`src/rtl/axi_mem_arb.sv`:
```
// axi_mem_arb: two-master to one-slave AXI arbiter with independent read/write grants held per transaction.
// Define AXI_ARB_FIXED_PRIO_EN for fixed priority (LSU wins); otherwise round-robin from RR_INIT.
package utils_pkg;
    typedef struct packed {
        logic [7:0]  awid;
        logic [31:0] awaddr;
        logic [7:0]  awlen;
        logic [2:0]  awsize;
        logic [1:0]  awburst;
        logic        awvalid;
        logic [31:0] wdata;
        logic [3:0]  wstrb;
        logic        wlast;
        logic        wvalid;
        logic        bready;
        logic [7:0]  arid;
        logic [31:0] araddr;
        logic [7:0]  arlen;
        logic [2:0]  arsize;
        logic [1:0]  arburst;
        logic        arvalid;
        logic        rready;
    } s_axi_mosi_t;

    typedef struct packed {
        logic        awready;
        logic        wready;
        logic [7:0]  bid;
        logic [1:0]  bresp;
        logic        bvalid;
        logic        arready;
        logic [7:0]  rid;
        logic [31:0] rdata;
        logic [1:0]  rresp;
        logic        rlast;
        logic        rvalid;
    } s_axi_miso_t;
endpackage

module axi_mem_arb
    import utils_pkg::*;
#(
    parameter bit RR_INIT = 1'b1
) (
    input  logic              clk,
    input  logic              arst,
    input  s_axi_mosi_t [1:0] m_axi_mosi_i,
    output s_axi_miso_t [1:0] m_axi_miso_o,
    output s_axi_mosi_t       s_axi_mosi_o,
    input  s_axi_miso_t       s_axi_miso_i,
    output logic [1:0]        rd_gnt_o,
    output logic [1:0]        wr_gnt_o
);
    typedef enum logic [1:0] {RD_IDLE, RD_ADDR, RD_DATA} rd_state_t;
    typedef enum logic [1:0] {WR_IDLE, WR_XFER, WR_RESP} wr_state_t;

    rd_state_t  rd_st;
    wr_state_t  wr_st;
    logic       aw_done, w_done;
    logic [1:0] ar_req, aw_req, rd_pick, wr_pick;
    logic       rd_idx, wr_idx, ar_hs, r_end, aw_hs, w_end, b_hs;

    assign ar_req = {m_axi_mosi_i[1].arvalid, m_axi_mosi_i[0].arvalid};
    assign aw_req = {m_axi_mosi_i[1].awvalid, m_axi_mosi_i[0].awvalid};
    assign rd_idx = rd_gnt_o[1];
    assign wr_idx = wr_gnt_o[1];

`ifdef AXI_ARB_FIXED_PRIO_EN
    assign rd_pick = ar_req[1] ? 2'b10 : ar_req;
    assign wr_pick = aw_req[1] ? 2'b10 : aw_req;
`else
    logic rd_ptr, wr_ptr;
    // on contention the master that was not granted last time wins
    assign rd_pick = &ar_req ? (rd_ptr ? 2'b01 : 2'b10) : ar_req;
    assign wr_pick = &aw_req ? (wr_ptr ? 2'b01 : 2'b10) : aw_req;

    always_ff @(posedge clk or posedge arst) begin
        if (arst) begin
            rd_ptr <= RR_INIT;
            wr_ptr <= RR_INIT;
        end else begin
            if (rd_st == RD_IDLE && |ar_req) rd_ptr <= rd_pick[1];
            if (wr_st == WR_IDLE && |aw_req) wr_ptr <= wr_pick[1];
        end
    end
`endif

    always_comb begin
        s_axi_mosi_o         = m_axi_mosi_i[wr_idx];
        s_axi_mosi_o.arid    = m_axi_mosi_i[rd_idx].arid;
        s_axi_mosi_o.araddr  = m_axi_mosi_i[rd_idx].araddr;
        s_axi_mosi_o.arlen   = m_axi_mosi_i[rd_idx].arlen;
        s_axi_mosi_o.arsize  = m_axi_mosi_i[rd_idx].arsize;
        s_axi_mosi_o.arburst = m_axi_mosi_i[rd_idx].arburst;
        s_axi_mosi_o.arvalid = rd_st == RD_ADDR && m_axi_mosi_i[rd_idx].arvalid;
        s_axi_mosi_o.rready  = rd_st == RD_DATA && m_axi_mosi_i[rd_idx].rready;
        s_axi_mosi_o.awvalid = wr_st == WR_XFER && !aw_done && m_axi_mosi_i[wr_idx].awvalid;
        s_axi_mosi_o.wvalid  = wr_st == WR_XFER && !w_done && m_axi_mosi_i[wr_idx].wvalid;
        s_axi_mosi_o.bready  = wr_st == WR_RESP && m_axi_mosi_i[wr_idx].bready;
    end

    always_comb begin
        for (int i = 0; i < 2; i++) begin
            m_axi_miso_o[i]         = s_axi_miso_i;
            m_axi_miso_o[i].arready = rd_gnt_o[i] && rd_st == RD_ADDR && s_axi_miso_i.arready;
            m_axi_miso_o[i].rvalid  = rd_gnt_o[i] && rd_st == RD_DATA && s_axi_miso_i.rvalid;
            m_axi_miso_o[i].awready = wr_gnt_o[i] && wr_st == WR_XFER && !aw_done && s_axi_miso_i.awready;
            m_axi_miso_o[i].wready  = wr_gnt_o[i] && wr_st == WR_XFER && !w_done && s_axi_miso_i.wready;
            m_axi_miso_o[i].bvalid  = wr_gnt_o[i] && wr_st == WR_RESP && s_axi_miso_i.bvalid;
        end
    end

    assign ar_hs = s_axi_mosi_o.arvalid && s_axi_miso_i.arready;
    assign r_end = s_axi_mosi_o.rready && s_axi_miso_i.rvalid && s_axi_miso_i.rlast;
    assign aw_hs = s_axi_mosi_o.awvalid && s_axi_miso_i.awready;
    assign w_end = s_axi_mosi_o.wvalid && s_axi_miso_i.wready && s_axi_mosi_o.wlast;
    assign b_hs  = s_axi_mosi_o.bready && s_axi_miso_i.bvalid;

    always_ff @(posedge clk or posedge arst) begin
        if (arst) begin
            rd_st    <= RD_IDLE;
            rd_gnt_o <= '0;
        end else begin
            case (rd_st)
                RD_IDLE: if (|ar_req) begin
                    rd_st    <= RD_ADDR;
                    rd_gnt_o <= rd_pick;
                end
                RD_ADDR: if (ar_hs) rd_st <= RD_DATA;
                RD_DATA: if (r_end) begin
                    rd_st    <= RD_IDLE;
                    rd_gnt_o <= '0;
                end
                default: rd_st <= RD_IDLE;
            endcase
        end
    end

    // AW and the last W beat may complete in either order
    always_ff @(posedge clk or posedge arst) begin
        if (arst) begin
            wr_st    <= WR_IDLE;
            wr_gnt_o <= '0;
            aw_done  <= 1'b0;
            w_done   <= 1'b0;
        end else begin
            case (wr_st)
                WR_IDLE: if (|aw_req) begin
                    wr_st    <= WR_XFER;
                    wr_gnt_o <= wr_pick;
                end
                WR_XFER: if ((aw_done || aw_hs) && (w_done || w_end)) begin
                    wr_st   <= WR_RESP;
                    aw_done <= 1'b0;
                    w_done  <= 1'b0;
                end else begin
                    aw_done <= aw_done || aw_hs;
                    w_done  <= w_done || w_end;
                end
                WR_RESP: if (b_hs) begin
                    wr_st    <= WR_IDLE;
                    wr_gnt_o <= '0;
                end
                default: wr_st <= WR_IDLE;
            endcase
        end
    end
endmodule
```
`config.mk`:
```
export PLATFORM = sky130hd
export DESIGN_NAME = axi_mem_arb
export DESIGN_NICKNAME = d
export VERILOG_FILES = /design/src/rtl/axi_mem_arb.sv
export SDC_FILE = /design/constraint.sdc
export NUM_CORES = 1
export LEC_CHECK = 0
export ABC_AREA = 1
export BUFFER_PORTS_ARGS = -buffer_cell sky130_fd_sc_hd__buf_2
export CAP_MARGIN = 10
export CORE_AREA = 2 2 244 246
export DETAILED_ROUTE_END_ITERATION = 8
export DIE_AREA = 0 0 246 248
export MAX_ROUTING_LAYER = met4
export SLEW_MARGIN = 20
export SYNTH_ARGS = -nofsm -noshare
export SYNTH_HDL_FRONTEND = slang
export SYNTH_SLANG_ARGS = --single-unit
```
`constraint.sdc`:
```
create_clock -name clk -period 1.7 [get_ports clk]
set_input_delay 0.085 -clock clk [delete_from_list [all_inputs] [get_ports clk]]
set_output_delay 0.085 -clock clk [all_outputs]
set_load 0.005 [all_outputs]
```
; ---- Yosys cells after proc, flatten, opt, wreduce, memory -nomap -nowiden
; Cells that the tools add are included.
[op_classes]
reduce_logical = 55
muxes = 22
n_eq_ne = 10
order_cmp = 2
[ops]
columns = operator, n
row1 = 148-bit 2-to-1 mux, 2
row2 = 55-bit 2-to-1 mux, 2
row3 = 1-bit logical AND, 39
row4 = 2-bit 2-to-1 mux, 12
row5 = 2-bit one-hot mux with 3 select lines, 2
row6 = 3-bit AND reduction, 4
row7 = 2-bit one-hot mux with 2 select lines, 2
row8 = "2-bit by 1-bit != test with 1-bit output, second input constant", 3
row9 = "2-bit != test, second input constant", 3
row10 = "2-bit by 1-bit equality test with 1-bit output, second input constant", 2
row11 = "2-bit equality test, second input constant", 2
row12 = 2-bit zero test, 2
row13 = "1-bit by 2-bit < comparator with 1-bit output, second input constant", 2
row14 = 2-bit AND reduction, 2
row15 = 2-bit nonzero test, 2
row16 = 2-bit OR reduction, 2
row17 = 1-bit zero test, 2
row18 = 1-bit logical OR, 2
row19 = 1-bit 2-to-1 mux, 2
[totals]
output_inout_bits = 268
ff_bits = 12
elab_cells = 97

; ---- Longest topological paths before layout
; Gate-level depths: netlist (run 1).
[depth]
depth_word = 9
ltp_mapped = 11

; ---- Worst setup path before layout (run 1)
; No wires, ideal clock.
[synth_timing]
path_type = register to output
from = reg wr_gnt_o[1]
to = out s_axi_mosi_o[81] in the netlist's numbering
path_stages_with_launch = 8
setup_slack_ps = 489
n_path_buf = 4
arrival_time_ps = 1126
cell_sequence = dfrtp_1 buf_4 inv_2 buf_6 buf_2 buf_4 nand2_1 nand2_1
[synth_rtl]
columns = element, line
row1 = start: declaration, 52  ; output logic [1:0] wr_gnt_o
row2 = start signal: assignment, 150  ; wr_gnt_o <= wr_pick;
row3 = end: declaration, 49  ; output s_axi_mosi_t s_axi_mosi_o,

==> impl_results.md, run 1 <==
* Status: complete, no violations
* Post-synthesis cell count at approximately 700
* Fillers at around 7000
* Design area at roughly 6100 um^2
* # IOs at ~620
* Post-synthesis sequential area ratio at 8.933%
* Asr flop ratio synth at 100.0%
* Rel. slew slack at ~57%
* Pwr/cell area at about 1200 nW/um^2
* H-tree depth at 1
* Die Span Y at between 200 and 250 um
* Crit Path Class: reg2out
* WHS at about 0.093 ns
* Max-Cap Viols at 0
* Mapped Nets at 1053
* Vias at 5466
* Top post-synthesis cells by area: nand2_1, buf_4, dfrtp_1
* Period utilization at between 90% and 100%
* Setup TNS at 0 ns
* Final WS setup at about 0.044 ns
* Synth area leader: nand2_1
* Top-count cell post-synth: nand2_1
* Drt drc at 0
* DP HPWL at 29.97 mm
* Crit path DAT at approximately 1.6 ns
* Pin count of the biggest net entering global routing at between 50 and 60
* Routed wire length at 33.09 mm
* Total chip power at approximately 7.3 mW
* Area grow syn2layout at 79.77%
* Grt ovf at 0
* Vias in the first global route at about 5000
* Clk buf depth at 2
* Wire length on met2 at about 16 mm
* Initial DRC count at around 240
* Multi-input gate area at just over 2000 um^2
* Critical Path RT at between 1.5 and 2 ns
* Setup violations, final at 0
* Worst-Skew Late Latency at around 0.25 ns
* Yosys top cell area share at 51.83%
* P_leak at around 3.8 nW
* Cell row count at ~90
* Clk slew on worst S/H paths at around 0.05 ns
* Routed wl met3 at 5.045 mm
* Top Layer Used: met4
* Worst slew pin tran at 0.6418 ns
* Layout cell share with drive strength beyond 1 at approximately half
* Pre-CTS WS at between 0.2 and 0.25 ns
* Synth Register Bits at 12
* Average wire per standard cell at approximately 18 um
* Final ANT Viol Nets at 0
* Clock sinks at 12
* Die span in x at 246 um
* Mapped Area at ~3400 um^2
* Slew Limit Fails at 0
* Max VDD drop at 0.0005054 V
* Total core area at roughly 58000 um^2
* F_max at slightly above 600 MHz
* Seq. cell area at slightly above 300 um^2
* Startpoint types: flop
* PortBufs at 467
* Synth top cells by count: nand2_1, buf_4, inv_1, buf_2
* Starting Density at around 5.8%
* Prevailing post-synth register cell: dfrtp_1
* Post-synth cell types at 25
* Num CTS Buffers at 3
* Crit path time final at about 1.7 ns
* Placed instance area at roughly 5900 um^2
* Hold Vio Cnt, Final at 0
* DRT met1 WL at roughly 11 mm
* Via-to-Cell Ratio at 2.995
* Syn avg cell area at roughly 5 um^2
* Worst setup EP type: output port
* Yosys warnings at 0
* Root Buffer: clkbuf_16
* First-pass GRT wire length at roughly 40 mm
* Gr usage total at between 10% and 20%
* CTS tree: built
* Die ar. at ~61000 um^2
* Crit path max fanout at 27
* Clk_skew at 0.001581 ns
* Number of flops mapped to enable cells by yosys at 0
* Unrepaired setup endpoints after global routing: no
* Pre-antenna DRT Iters at 4
* GP Congestion at between 0.9 and 1
* Final #Nets at ~1400
* Initial antenna violation count at 20
* Hold Path Class: in2reg
==> flip-flops by register name, summed over array words and instances, names as in the netlist <==
signal	flops
wr_gnt_o	2
rd_gnt_o	2
wr_st	2
aw_done	1
wr_ptr	1
rd_st	2
rd_ptr	1
w_done	1
==> final cells by class <==
cell class              instances  share of cell area, %
inverters                      31                  1.992
multi-input cells             515                  33.18
flip-flops and latches         12                  5.051
repair buffers                480                  42.03
diodes                         10                 0.4107
well taps                     773                  15.87
clock buffers                   4                  1.458
==> power breakdown <==
| group | leakage [nW] | switching (mW) | internal [mW] |
|---|---|---|---|
| sequential | 0.143 | 0.128 | 0.441 |
| clock | 0.0442 | 0.142 | 0.357 |
| combinational | 3.58 | 3.87 | 2.36 |
==> stage by stage <==
stage | util [%] | std cells
3_3_place_gp | 10.08 | 1808
4_1_cts | 10.36 | 1815
2_1_floorplan | - | 697
6_report | 10.42 | 1825
3_5_place_dp | 10.08 | 1808
5_1_grt | 10.41 | 1822
==> cell usage in the layout (no fill, tap or decap), types with 2 or more instances in the layout <==
master / instances
buf_2: 467
nand2_1: 464
inv_1: 28
diode_2: 10
nor2_1: 10
nor3_1: 9
dfrtp_1: 8
nand2_2: 7
o21ai_0: 6
buf_12: 6
nand3_1: 4
a21oi_1: 3
clkbuf_16: 3
buf_4: 3
nor2_4: 2
nor2_2: 2
inv_2: 2
nand4_1: 2
dfstp_2: 2
==> cell families (layout without fill, tap and decap cells) <==
family,Yosys count,after routing,synth area share [%]
other,0,10,0
AND/OR/NAND/NOR,500,500,56.81
AO/OA/AOI/OAI,15,15,2.547
buffers and inverters,170,515,31.71
flip-flops,12,12,8.933
==> final timing paths <==
check,from,end,slack (ns),depth (start not counted)
max in group asynchronous,arst,wr_gnt_o[1],0.72,3
hold / removal,s_axi_miso_i[44],rd_st[1],0.09,3
setup reg to reg,wr_gnt_o[1],wr_gnt_o[1],0.34,8
hold reg to reg,rd_ptr,rd_ptr,0.47,2
min in group asynchronous,arst,rd_gnt_o[0],0.50,3
setup / recovery,wr_gnt_o[1],s_axi_mosi_o[111],0.04,6
==> timing repair <==
| action | in CTS | in global routing |
|---|---|---|
| gates resized for setup | 4 | 3 |
| endpoints found under the hold margin | 10 | 0 |
| setup buffers | 1 | 0 |
| setup endpoints to repair | 6 | 2 |
| gates cloned | 1 | 0 |
| hold buffers | 1 | 0 |
==> critical path, cell delays in order (launching register included) <==
cell      delay (ns)
dfrtp_4         0.50
clkinv_4        0.11
buf_12          0.15
buf_16          0.17
nand2_1         0.06
nand2_1         0.15
buf_2           0.18
==> routing by layer <==
metal	global-route usage, %	up-vias
met5	-	-
met2	18.38	521
met1	9.656	2224
met3	5.493	54
li1	-	2667
met4	2.406	0
Note: power is estimated with default switching activity, not from simulation.
==> inputs of run 2 (changes only) <==
--- a/config.mk
+++ b/config.mk
@@ -5,12 +5,11 @@
 export SDC_FILE = /design/constraint.sdc
 export NUM_CORES = 1
 export LEC_CHECK = 0
-export ABC_AREA = 1
 export BUFFER_PORTS_ARGS = -buffer_cell sky130_fd_sc_hd__buf_2
 export CAP_MARGIN = 10
-export CORE_AREA = 2 2 244 246
+export CORE_AREA = 2 2 240 242
 export DETAILED_ROUTE_END_ITERATION = 8
-export DIE_AREA = 0 0 246 248
+export DIE_AREA = 0 0 242 244
 export MAX_ROUTING_LAYER = met4
 export SLEW_MARGIN = 20
 export SYNTH_ARGS = -nofsm -noshare
==> impl_results.md, run 2 <==
* Status: complete, no violations (unchanged)
* Pwr/cell area at 1104 nW/um^2 (was 1196 nW/um^2)
* Layout cell share with drive strength beyond 1 at 90.81% (was 48.08%)
* Pin count of the biggest net entering global routing at 41 (was 56)
* Hold Path Class: in2reg (unchanged)
* Syn avg cell area at 9.373 um^2 (was 4.863 um^2)
* Clock sinks at 12 (unchanged)
* Initial antenna violation count at 16 (was 20)
* GP Congestion at 0.8666 (was 0.9532)
* Die Span Y at 244 um (was 248 um)
* Unrepaired setup endpoints after global routing: yes (was no)
* Prevailing post-synth register cell: dfrtp_1 (unchanged)
* Post-synthesis cell count at 350 (was 697)
* Vias at 4116 (was 5466)
* PortBufs at 467 (unchanged)
* Worst path bufs/invs at 3 (was 4)
* Rel. slew slack at 49.53% (was 57.16%)
* Vias in the first global route at 4187 (was 5066)
* Max VDD drop at 0.0007619 V (was 0.0005054 V)
* Synth area leader: mux2_2 (was nand2_1)
* Internal power at 3.669 mW (was 3.155 mW)
* Pre-antenna DRT Iters at 4 (unchanged)
* Number of flops mapped to enable cells by yosys at 0 (unchanged)
* Top-count cell post-synth: mux2_2 (was nand2_1)
* Gate power share at 81.8% (was 85.4%)
* Crit Path Class: reg2out (unchanged)
* Final ANT Viol Nets at 0 (unchanged)
* Clk_skew at 0.0006751 ns (was 0.001581 ns)
* Clock Power Share at 7.8% (was 6.8%)
* Post-synth cell types at 31 (was 25)
* DRT met1 WL at 10.97 mm (was 11.07 mm)
* Drt drc at 0 (unchanged)
* DP HPWL at 27.75 mm (was 29.97 mm)
* Initial DRC count at 103 (was 236)
* Worst slew pin tran at 0.7563 ns (was 0.6418 ns)
* CP max stage cell: dfrtp_4 (unchanged)
* Startpoint types: flop (unchanged)
* Area grow syn2layout at 84.17% (was 79.77%)
* P_leak at 2.930 nW (was 3.768 nW)
* Crit path max fanout at 8 (was 27)
* Sequential Power Share at 10.4% (was 7.8%)
* Multi-input gate area at 2098 um^2 (was 2022 um^2)
* Most frequent cells in the layout: buf_2, mux2_2, and3_1, nor2_1, dfrtp_1 (was buf_2, nand2_1, inv_1)
* Mapped Nets at 706 (was 1053)
* Final #Nets at 1064 (was 1399)
* # IOs at 624 (unchanged)
* Top Layer Used: met4 (unchanged)
* Clk buf depth at 2 (unchanged)
* Total chip power at 6.668 mW (was 7.290 mW)
* Fin util at 10.76% (was 10.42%)
* H-tree depth at 1 (unchanged)
* Yosys top cell area share at 50.46% (was 51.83%)
* Crit path time final at 1.669 ns (was 1.656 ns)
* Starting Density at 5.841% (was 5.798%)
* Die span in x at 242 um (was 246 um)
* Post-synthesis sequential area ratio at 9.230% (was 8.933%)
* Top post-synthesis cells by area: mux2_2, buf_4, dfrtp_1 (was nand2_1, buf_4, dfrtp_1)
* Family with the most delay on the worst path: flip-flops (was buffers and inverters)
* Worst-Skew Late Latency at 0.26 ns (was 0.25 ns)
* Fillers at 6511 (was 6988)
* First-pass GRT wire length at 37.48 mm (was 40.49 mm)
* CP Cell Sequence: buf_12 -> clkbuf_16 -> mux2_2 -> buf_2 (was clkinv_4 -> buf_12 -> buf_16 -> nand2_1 -> nand2_1 -> buf_2)
* Via-to-Cell Ratio at 2.794 (was 2.995)
* Clk slew on worst S/H paths at 0.05 ns (about the same)
* Routed wire length at 30.61 mm (was 33.09 mm)
* NetSw at 2.999 mW (was 4.135 mW)
* Wire length on met2 at 15.35 mm (was 16.05 mm)
* Setup violations, final at 0 (unchanged)
* Routed wl met3 at 3.377 mm (was 5.045 mm)
* Cell row count at 87 (was 89)
* Synth top cells by count: mux2_2, buf_4, buf_2, dfrtp_1 (was nand2_1, buf_4, inv_1, buf_2)
* F_max at 599.1 MHz (was 604.0 MHz)
* Worst setup EP type: output port (unchanged)
* Max-Cap Viols at 0 (unchanged)
* Grt ovf at 0 (unchanged)
* Die ar. at 59050 um^2 (was 61010 um^2)
* Period utilization at 98.18% (was 97.39%)
* Yosys warnings at 0 (unchanged)
* Crit path DAT at 1.58 ns (was 1.57 ns)
* Synth Register Bits at 12 (unchanged)
* Hold Vio Cnt, Final at 0 (unchanged)
* Total core area at 56170 um^2 (was 58460 um^2)
* Root Buffer: clkbuf_16 (unchanged)
* Sw Share at 44.97% (was 56.72%)
* Most common cell after layout, fill and taps aside: buf_2 (unchanged)
* Num CTS Buffers at 3 (unchanged)
* Critical Path RT at 1.62 ns (about the same)
* Average wire per standard cell at 20.78 um (was 18.13 um)
* Asr flop ratio synth at 100.0% (unchanged)
* Gr usage total at 9.865% (was 10.28%)
* Mapped Area at 3281 um^2 (was 3390 um^2)
* Seq. cell area at 307.8 um^2 (unchanged)
* Max incr delay on CP at 0.50 ns (about the same)
* Slew Limit Fails at 0 (unchanged)
* CTS tree: built (unchanged)
[run 2: changes by cell type in the layout (fill, tap and decap cells not counted), moves of 4 or more]
cell,change
nand2_1,-459
o21ai_0,-6
inv_1,-27
mux2_2,+143
nand2b_1,+4
nor3_1,-5
nand2_2,-7
nand3_1,-4
and3_1,+9
mux2_4,+5
nor2b_1,+4
[run 2: logic make-up after synthesis]
| group | after synthesis | synth area share, % |
|---|---|---|
| and+or+nand+nor | 45 | 7.742 |
| buffers and inverters | 128 | 27.69 |
| muxes | 149 | 51.22 |
| AOI/OAI and AO/OA | 16 | 4.119 |
| DFF | 12 | 9.230 |
[run 2: repair_timing]
action / 4_1_cts / 5_1_grt
setup buffers: 2 / 1
endpoints found under the hold margin: 10 / 0
pin swaps: 0 / 1
setup endpoints to repair: 62 / 53
hold buffers: 1 / 0
gates cloned: 1 / 3
resized for setup: 11 / 6
[run 2: layer usage]
layer	track usage [%]	vias to the layer above
met5	-	-
met4	2.705	0
met3	4.302	52
li1	-	1857
met2	17.74	381
met1	9.663	1826
[run 2: through the flow]
stage / hold WS, ns / setup slack (ns) / TNS [ns] / cell area (um^2) / std cells
floorplan: -0.05173 / 0.2631 / 0 / 3281 / 350
global placement: 0.1701 / 0.1091 / 0 / 5727 / 1451
detailed placement: 0.1701 / 0.09129 / 0 / 5727 / 1451
CTS: 0.06123 / -0.07519 / -1.762 / 5913 / 1459
global route: 0.06846 / -0.03117 / -0.05598 / 6032 / 1469
finish: 0.07342 / 0.03094 / 0 / 6042 / 1473
[run 2: layout make-up]
cell class / instances / area share (%)
antenna: 10 / 0.4142
clock buffer: 4 / 1.470
inverter: 1 / 0.06212
multi-input combinational: 210 / 34.73
sequential: 12 / 5.094
tap: 756 / 15.66
timing repair buffer: 480 / 42.58
[run 2: final timing paths]
kind,start,cells after the start,slack [ns],endpoint
setup / recovery,wr_gnt_o[1],4,0.03,s_axi_mosi_o[139]
hold / removal,m_axi_mosi_i[1],2,0.07,rd_ptr
setup reg to reg,wr_gnt_o[1],5,0.06,wr_gnt_o[1]
hold reg to reg,wr_ptr,2,0.53,wr_ptr
max in group asynchronous,arst,3,0.57,wr_gnt_o[1]
min in group asynchronous,arst,3,0.56,rd_st[1]
[run 2: power groups by stage]
stage	registers [mW]	clock network (mW)	logic (mW)
6_report	0.692	0.521	5.46
5_1_grt	0.721	0.557	5.87
4_1_cts	0.693	0.540	5.30
3_5_place_dp	0.683	0	5.03
3_3_place_gp	0.684	0	5.04
2_1_floorplan	0.532	0	2.89
